==> config.mk <==
export PLATFORM = sky130hd
export DESIGN_NAME = rx_frame_20bits
export DESIGN_NICKNAME = d
export VERILOG_FILES = /design/src/rtl/rx_frame_20bits.sv
export SDC_FILE = /design/constraint.sdc
export NUM_CORES = 1
export LEC_CHECK = 0
export ABC_AREA = 1
export CAP_MARGIN = 0
export CORE_MARGIN = 1.5
export CORE_UTILIZATION = 59
export DETAILED_ROUTE_END_ITERATION = 10
export MAX_ROUTING_LAYER = met4
export PLACE_DENSITY_LB_ADDON = 0.2
export SLEW_MARGIN = 25
export SYNTH_ARGS = -nofsm -noshare
export SYNTH_HDL_FRONTEND = slang
export SYNTH_SLANG_ARGS = --single-unit
==> constraint.sdc <==
create_clock -name CLK -period 2.55 [get_ports CLK]
set_input_delay 0.51 -clock CLK [delete_from_list [all_inputs] [get_ports CLK]]
set_output_delay 0.51 -clock CLK [all_outputs]
set_load 0.01 [all_outputs]
==> src/rtl/rx_frame_20bits.sv <==
// Receive-side deframer: rebuilds one 20-bit word from each 4-byte frame
// (B0,B1,B2,0xFF), resyncing on 0xFF and dropping malformed or stalled frames.
module rx_frame_20bits #(
  parameter int TIMEOUT_CYC = 500000,
  parameter int TO_W        = 20
) (
  input  logic        CLK,
  input  logic        RST,
  input  logic [7:0]  rx_data,
  input  logic        rx_vld,
  output logic [19:0] rx_word,
  output logic        rx_word_vld,
  output logic        frame_err,
  output logic [7:0]  err_cnt,
  output logic        synced
);
  typedef enum logic [2:0] {
    S_HUNT, S_WAIT_B0, S_GOT_B0, S_GOT_B1, S_GOT_B2
  } state_t;

  state_t          r_state;
  logic [6:0]      r_hi;
  logic [5:0]      r_mid;
  logic [6:0]      r_lo;
  logic [TO_W-1:0] r_to;
  logic [19:0]     r_word;
  logic            r_word_vld;
  logic            r_frame_err;
  logic [7:0]      r_err_cnt;

  logic w_ff, w_in_frame, w_timeout, w_bad_byte, w_err;

  assign w_ff       = (rx_data == 8'hFF);
  assign w_in_frame = (r_state == S_GOT_B0) || (r_state == S_GOT_B1) ||
                      (r_state == S_GOT_B2);
  // A byte arriving on the expiry cycle takes precedence over the timeout.
  assign w_timeout  = w_in_frame && !rx_vld &&
                      (r_to == TO_W'(TIMEOUT_CYC - 1));

  always_comb begin
    w_bad_byte = 1'b0;
    if (rx_vld) begin
      case (r_state)
        S_WAIT_B0: w_bad_byte = !w_ff && rx_data[0];
        S_GOT_B0:  w_bad_byte = w_ff || (rx_data[4:3] != 2'b00);
        S_GOT_B1:  w_bad_byte = rx_data[0];
        S_GOT_B2:  w_bad_byte = !w_ff;
        default:   w_bad_byte = 1'b0;
      endcase
    end
  end

  assign w_err = w_bad_byte || w_timeout;

  always_ff @(posedge CLK or negedge RST) begin
    if (!RST) begin
      r_state     <= S_HUNT;
      r_hi        <= '0;
      r_mid       <= '0;
      r_lo        <= '0;
      r_to        <= '0;
      r_word      <= '0;
      r_word_vld  <= 1'b0;
      r_frame_err <= 1'b0;
      r_err_cnt   <= '0;
    end else begin
      r_word_vld  <= 1'b0;
      r_frame_err <= w_err;
      if (w_err && (r_err_cnt != 8'hFF)) r_err_cnt <= r_err_cnt + 8'd1;
      if (rx_vld || !w_in_frame) r_to <= '0;
      else                       r_to <= r_to + TO_W'(1);

      if (w_timeout) begin
        r_state <= S_HUNT;
      end else if (rx_vld) begin
        case (r_state)
          S_HUNT: if (w_ff) r_state <= S_WAIT_B0;
          S_WAIT_B0:
            if (w_bad_byte) r_state <= S_HUNT;
            else if (!w_ff) begin
              r_hi    <= rx_data[7:1];
              r_state <= S_GOT_B0;
            end
          // A stray 0xFF mid-frame doubles as the sync for the next frame.
          S_GOT_B0:
            if (w_bad_byte) r_state <= w_ff ? S_WAIT_B0 : S_HUNT;
            else begin
              r_mid   <= {rx_data[7:5], rx_data[2:0]};
              r_state <= S_GOT_B1;
            end
          S_GOT_B1:
            if (w_bad_byte) r_state <= w_ff ? S_WAIT_B0 : S_HUNT;
            else begin
              r_lo    <= rx_data[7:1];
              r_state <= S_GOT_B2;
            end
          S_GOT_B2:
            if (w_ff) begin
              r_word     <= {r_hi, r_mid, r_lo};
              r_word_vld <= 1'b1;
              r_state    <= S_WAIT_B0;
            end else begin
              r_state <= S_HUNT;
            end
          default: r_state <= S_HUNT;
        endcase
      end
    end
  end

  assign rx_word     = r_word;
  assign rx_word_vld = r_word_vld;
  assign frame_err   = r_frame_err;
  assign err_cnt     = r_err_cnt;
  assign synced      = (r_state != S_HUNT);
endmodule

==> metrics.md, run 1 <==
| Metric | Value |
|---|---|
| Root Buffer | `clkbuf_8` |
| Final wirelength | `7110 um` |
| # Post-CTS Setup Buffers | `0` |
| Die W | `79.0 um` |
| Worst path cell trace | `nor2_4 -> nand2_1 -> clkdlybuf4s50_1` |
| Synth cell count leaders | `nand2_1 (143), dfrtp_1 (73), inv_1 (37)` |
| Via count | `2757` |
| Antenna violations before repair | `0` |
| CP arrival | `1630 ps` |
| Switching Share | `about a third` |
| Critical path required time | `2040 ps` |
| Overflow after GRT | `0` |
| Register area share after synthesis | `~54%` |
| Worst Setup Start Kind | `register` |
| Highest clock rate | `468 MHz` |
| Switching pwr | `1130 uW` |
| Clk slew on worst S/H paths | `90 ps` |
| Utilization after layout | `74.5%` |
| Layout cells sized above 1 | `between 10% and 20%` |
| Count leader, synth | `nand2_1` |
| Crit end category | `output pin` |
| Number of global-route vias before repair | `2620` |
| Final period util | `between 80% and 90%` |
| Setup CP Type | `reg2out` |
| Register Area | `1830 um^2` |
| Seq pwr share | `44.2%` |
| R2R Setup Slk | `700 ps` |
| CTS tree | `yes` |
| Worst skew pair latency | `350 ps` |
| DRT Pass-1 Iters | `5` |
| Int Power | `2370 uW` |
| Final Setup Violations | `0` |
| Synth top area cells | `dfrtp_1 (54%), nand2_1 (16%), inv_1 (4.1%)` |
| Initial drt markers | `163` |
| Total negative setup slack | `0 ps` |
| Critical path's largest stage delay | `490 ps` |
| Post-DP HPWL | `~5000 um` |
| Tot Pwr | `3500 uW` |
| H-tree Lvls | `3` |
| Core Region | `5540 um^2` |
| Port Buf Inserts | `41` |
| Pwr Density | `~850 nW/um^2` |
| Area occupied by multi-input gates | `1360 um^2` |
| Hold Path Class | `in2async` |
| Ys async rst share | `100%` |
| Area Growth Syn to Fin | `21.3%` |
| Ys flop type | `dfrtp_1` |
| DRC viols | `0` |
| Routability congestion estimate | `0.927` |
| Clock Power Share | `31.2%` |
| Slew headroom | `around 56%` |
| CP Buf/Inv Count | `1` |
| Post-route antenna net violation count | `0` |
| Num rows | `27` |
| Final hold vios | `0` |
| Peak supply drop | `0.000548 V` |
| Initial Util | `about three fifths` |
| Post-place setup slack | `250 ps` |
| GRT Util Overall | `25.7%` |
| Die area | `approximately 6200 um^2` |
| Combinational cell fraction of total power | `roughly a quarter` |
| Post-synth top area cell | `dfrtp_1` |
| Setup WS post-layout | `414 ps` |
| Worst Tran Pin Value | `roughly 650 ps` |
| Yosys cell types | `34` |
| Worst hold margin | `180 ps` |
| CP max stage cell | `dfrtp_1` |
| Wirelength per Cell | `approximately 14 um` |
| RSZ-0062 raised after global routing | `false` |
| Post-Syn Instances | `401` |
| Final Max Tran Viols | `0` |
| Avg Inst Size Synth | `8.49 um^2` |
| Ports | `42` |
| DR vias/cell | `between 5 and 6` |
| Min Tclk post-route | `2140 ps` |
| Yosys warns | `0` |
| Number of synthesized flops with an enable pin | `0` |
| CP delay by family, top | `flip-flops` |
| Crit-path max FO | `8` |
| Clk buf depth | `2` |
| Diodes inserted | `0` |
| CTS Hold Bufs | `0` |
| Global-route wire length before repair | `11800 um` |
| Post-Syn Area | `3400 um^2` |
| Flop and latch count out of synthesis | `between 70 and 80` |
| Share of the synthesized area in the top cell type | `53.7%` |
| Fill cells | `453` |
| Synthesized Nets | `414` |
| Pin count of the biggest net entering global routing | `31` |
| Chip Height | `79.0 um` |
| Clock Skews | `14.1 ps` |
| # nets final | `roughly 460` |
| Pleak | `0.00203 uW` |
| Outcome | `completed` |
| Clock sink count | `73` |
| Max-cap viol count | `0` |
| CTS resizes | `0` |
| Total CTS buffers | `9` |
[cell families after synthesis]
kind of cell             count (synthesis)  synth area share (%)
flip-flops                              73                  53.7
AO/OA/AOI/OAI                           47                  8.05
XOR/XNOR                                 9                  2.32
adder cells (fa/ha/maj)                  2                 0.735
buffers and inverters                   50                  6.51
AND/OR/NAND/NOR                        220                  28.7
[final cells by class]
type                    instances  share of cell area (%)
inverters                      40                    3.64
flip-flops and latches         73                    44.3
repair buffers                 47                    11.2
multi-input cells             278                    32.8
well taps                      72                    2.18
clock buffers                   9                    3.00
clock inverters                 7                    2.88
[cell usage in the layout (no fill, tap or decap), drive strengths merged, types with 9 or more instances in the layout]
cell,instances
inv,39
o21ai,31
nor2,27
nor3,14
clkbuf,9
clkdlybuf4s50,40
nand3,21
dfrtp,73
a21oi,14
nand2,147
[per-layer routing]
metal / vias up / GRT usage [%] / routed length, um
li1: 1374 / - / -
met1: 1296 / 30.3 / 3020
met2: 69 / 42.3 / 3550
met3: 18 / 5.52 / 327
met4: 0 / 12.1 / 210
met5: - / - / 0
[state kept, by name (all words and copies together), names as in the netlist]
signal       cells
err_cnt          8
frame_err        1
r_hi             7
r_lo             7
r_mid            6
r_state          3
r_to            20
rx_word         20
rx_word_vld      1
[metrics by stage]
step / area, um^2 / std cells
3_5_place_dp: 3880 / 510
2_1_floorplan: 3400 / 401
3_3_place_gp: 3880 / 510
6_report: 4130 / 526
5_1_grt: 4130 / 526
4_1_cts: 4130 / 526
[power groups by stage]
stage | logic [uW] | registers [uW] | clock network, uW
2_1_floorplan | 644 | 1520 | 0
3_3_place_gp | 824 | 1560 | 0
3_5_place_dp | 856 | 1570 | 0
4_1_cts | 868 | 1540 | 1100
5_1_grt | 975 | 1570 | 1150
6_report | 863 | 1550 | 1090
[worst paths after layout]
path | from | endpoint | cells past startpoint
setup / recovery | r_state[2] | synced | 3
hold / removal | RST | rx_word[9] | 1
setup reg to reg | r_to[0] | r_lo[4] | 9
hold reg to reg | r_to[0] | r_to[0] | 1
max in group asynchronous | RST | r_to[19] | 2
min in group CLK | r_to[0] | r_to[0] | 1
No activity file was read; power rests on OpenSTA's default activity.
==> run 2: changes to the inputs <==
- CORE_UTILIZATION: 59 -> 50
- clock period: 2.55 -> 1.8 ns (I/O delays scaled with it)
==> metrics.md, run 2 (synthesized netlist as in run 1, its figures left out) <==
| Metric | Value |
|---|---|
| Outcome | `finished, violations left` |
| Failing checks | `DRC` |
| DRT Pass-1 Iters | `7` |
| GRT Util Overall | `22.1%` |
| Area Growth Syn to Fin | `29.3%` |
| CP Buf/Inv Count | `1` |
| Worst Tran Pin Value | `approximately 390 ps` |
| DR vias/cell | `~5.1` |
| Core Region | `6460 um^2` |
| Num rows | `29` |
| Final period util | `97.4%` |
| # nets final | `~490` |
| Number of global-route vias before repair | `2686` |
| Fill cells | `523` |
| Worst skew pair latency | `360 ps` |
| CTS tree | `yes` |
| Worst R2R Start | `r_to[0]` |
| Chip Height | `about 86 um` |
| Crit end category | `output pin` |
| Clock Skews | `8.69 ps` |
| Highest clock rate | `571 MHz` |
| Via count | `2829` |
| Pleak | `around 0.0022 uW` |
| Global-route wire length before repair | `12200 um` |
| Pin count of the biggest net entering global routing | `74` |
| Crit-path max FO | `6` |
| CP arrival | `1390 ps` |
| Worst Setup Start Kind | `register` |
| Clk slew on worst S/H paths | `80 ps` |
| Pwr Density | `1200 nW/um^2` |
| Placed inst area | `between 4000 and 5000 um^2` |
| Clock sink count | `73` |
| Final Setup Violations | `0` |
| Die area | `7310 um^2` |
| Initial drt markers | `98` |
| RSZ-0062 raised after global routing | `false` |
| Min Tclk post-route | `1750 ps` |
| Critical path's largest stage delay | `580 ps` |
| Worst Reg-to-Reg Cells | `11` |
| Die W | `85.5 um` |
| CTS Hold Bufs | `0` |
| FF-to-FF End | `r_lo[3]` |
| R2R Setup Slk | `150 ps` |
| Post-DP HPWL | `4950 um` |
| Tot Pwr | `roughly 5300 uW` |
| Worst path cell trace | `clkdlybuf4s50_1` |
| Diodes inserted | `0` |
| Total CTS buffers | `9` |
| CP delay by family, top | `buffers and inverters` |
| Root Buffer | `clkbuf_8` |
| H-tree Lvls | `3` |
| Final wirelength | `7250 um` |
| CP max stage cell | `clkdlybuf4s50_1` |
| Final hold vios | `0` |
| Peak supply drop | `0.000960 V` |
| Final Max Tran Viols | `0` |
| Post-route cell area | `around 4400 um^2` |
| Post-route antenna net violation count | `0` |
| Layout cells sized above 1 | `15.9%` |
| Wirelength per Cell | `about 13 um` |
| Clk buf depth | `2` |
| Antenna violations before repair | `0` |
| Overflow after GRT | `0` |
| Setup CP Type | `reg2out` |
| Routability congestion estimate | `0.879` |
| Critical path required time | `1440 ps` |
| Max-cap viol count | `0` |
| Port Buf Inserts | `41` |
| Initial Util | `roughly 53%` |
| DRC viols | `4` |
| Ports | `42` |
| Commonest non-fill, non-tap cells in the layout | `nand2_1 (143), dfrtp_1 (70), clkdlybuf4s50_1 (39)` |
| Slew headroom | `73.9%` |
| Hold Path Class | `in2async` |
| Most common cell after layout, fill and taps aside | `nand2_1` |
-- run 2: layout make-up --
class / instances / area (um^2) / share of cell area (%)
clock buffers: 10 / 138 / 3.13
clock inverters: 6 / 138 / 3.13
inverters: 40 / 150 / 3.41
multi-input cells: 278 / 1380 / 31.3
flip-flops and latches: 73 / 1830 / 41.6
well taps: 77 / 96.3 / 2.19
repair buffers: 70 / 672 / 15.3
-- run 2: worst register-to-register path, cell delays in order (launching register included) --
cell,delay [ps]
dfrtp_1,370
ha_1,170
nand2_1,50
inv_1,100
nand3_2,140
inv_2,120
nand4_4,120
buf_4,170
nand3_2,70
buf_12,150
nand2_1,70
o21ai_2,50
-- run 2: routing by layer --
metal  vias up  wire [um]  GRT usage (%)
met5         -          0              -
met4         0        131           9.24
met2        62       3560           36.4
met3        17        257           3.46
li1       1418          -              -
met1      1332       3300           27.3
-- run 2: repair_timing --
action | CTS | global route
endpoints found under the setup margin | 1 | 18
endpoints found under the hold margin | 0 | 0
buffers inserted | 1 | 0
gates resized for setup | 4 | 5
-- run 2: where the power goes --
group          switching, uW  leakage [uW]  internal (uW)
sequential               221      0.000980           1950
combinational            773       0.00107            576
clock                    636      0.000137           1110
total                   1630       0.00218           3630
-- run 2: how the worst max path moves through the flow --
stage,from,to,slack (ps),cells after the start
CTS,err_cnt[2],err_cnt[2],40,1
floorplan,r_to[0],r_lo[5],260,10
global route,rx_data[6],r_mid[5],3,10
finish,err_cnt[2],err_cnt[2],50,1
global placement,rx_data[3],err_cnt[3],-140,12
detailed placement,rx_data[3],err_cnt[4],-190,12
-- run 2: stage by stage --
stage               util (%)  worst slack (ps)  hold slack (ps)  setup TNS [ps]  instances
floorplan                  -               261             64.4               0        401
global placement        63.4              -145              413           -4230        537
detailed placement      63.4              -187              416           -5070        537
CTS                     67.8              42.6             37.5               0        554
global route            68.1              3.18             71.2               0        554
finish                  68.1              47.6             10.5               0        554
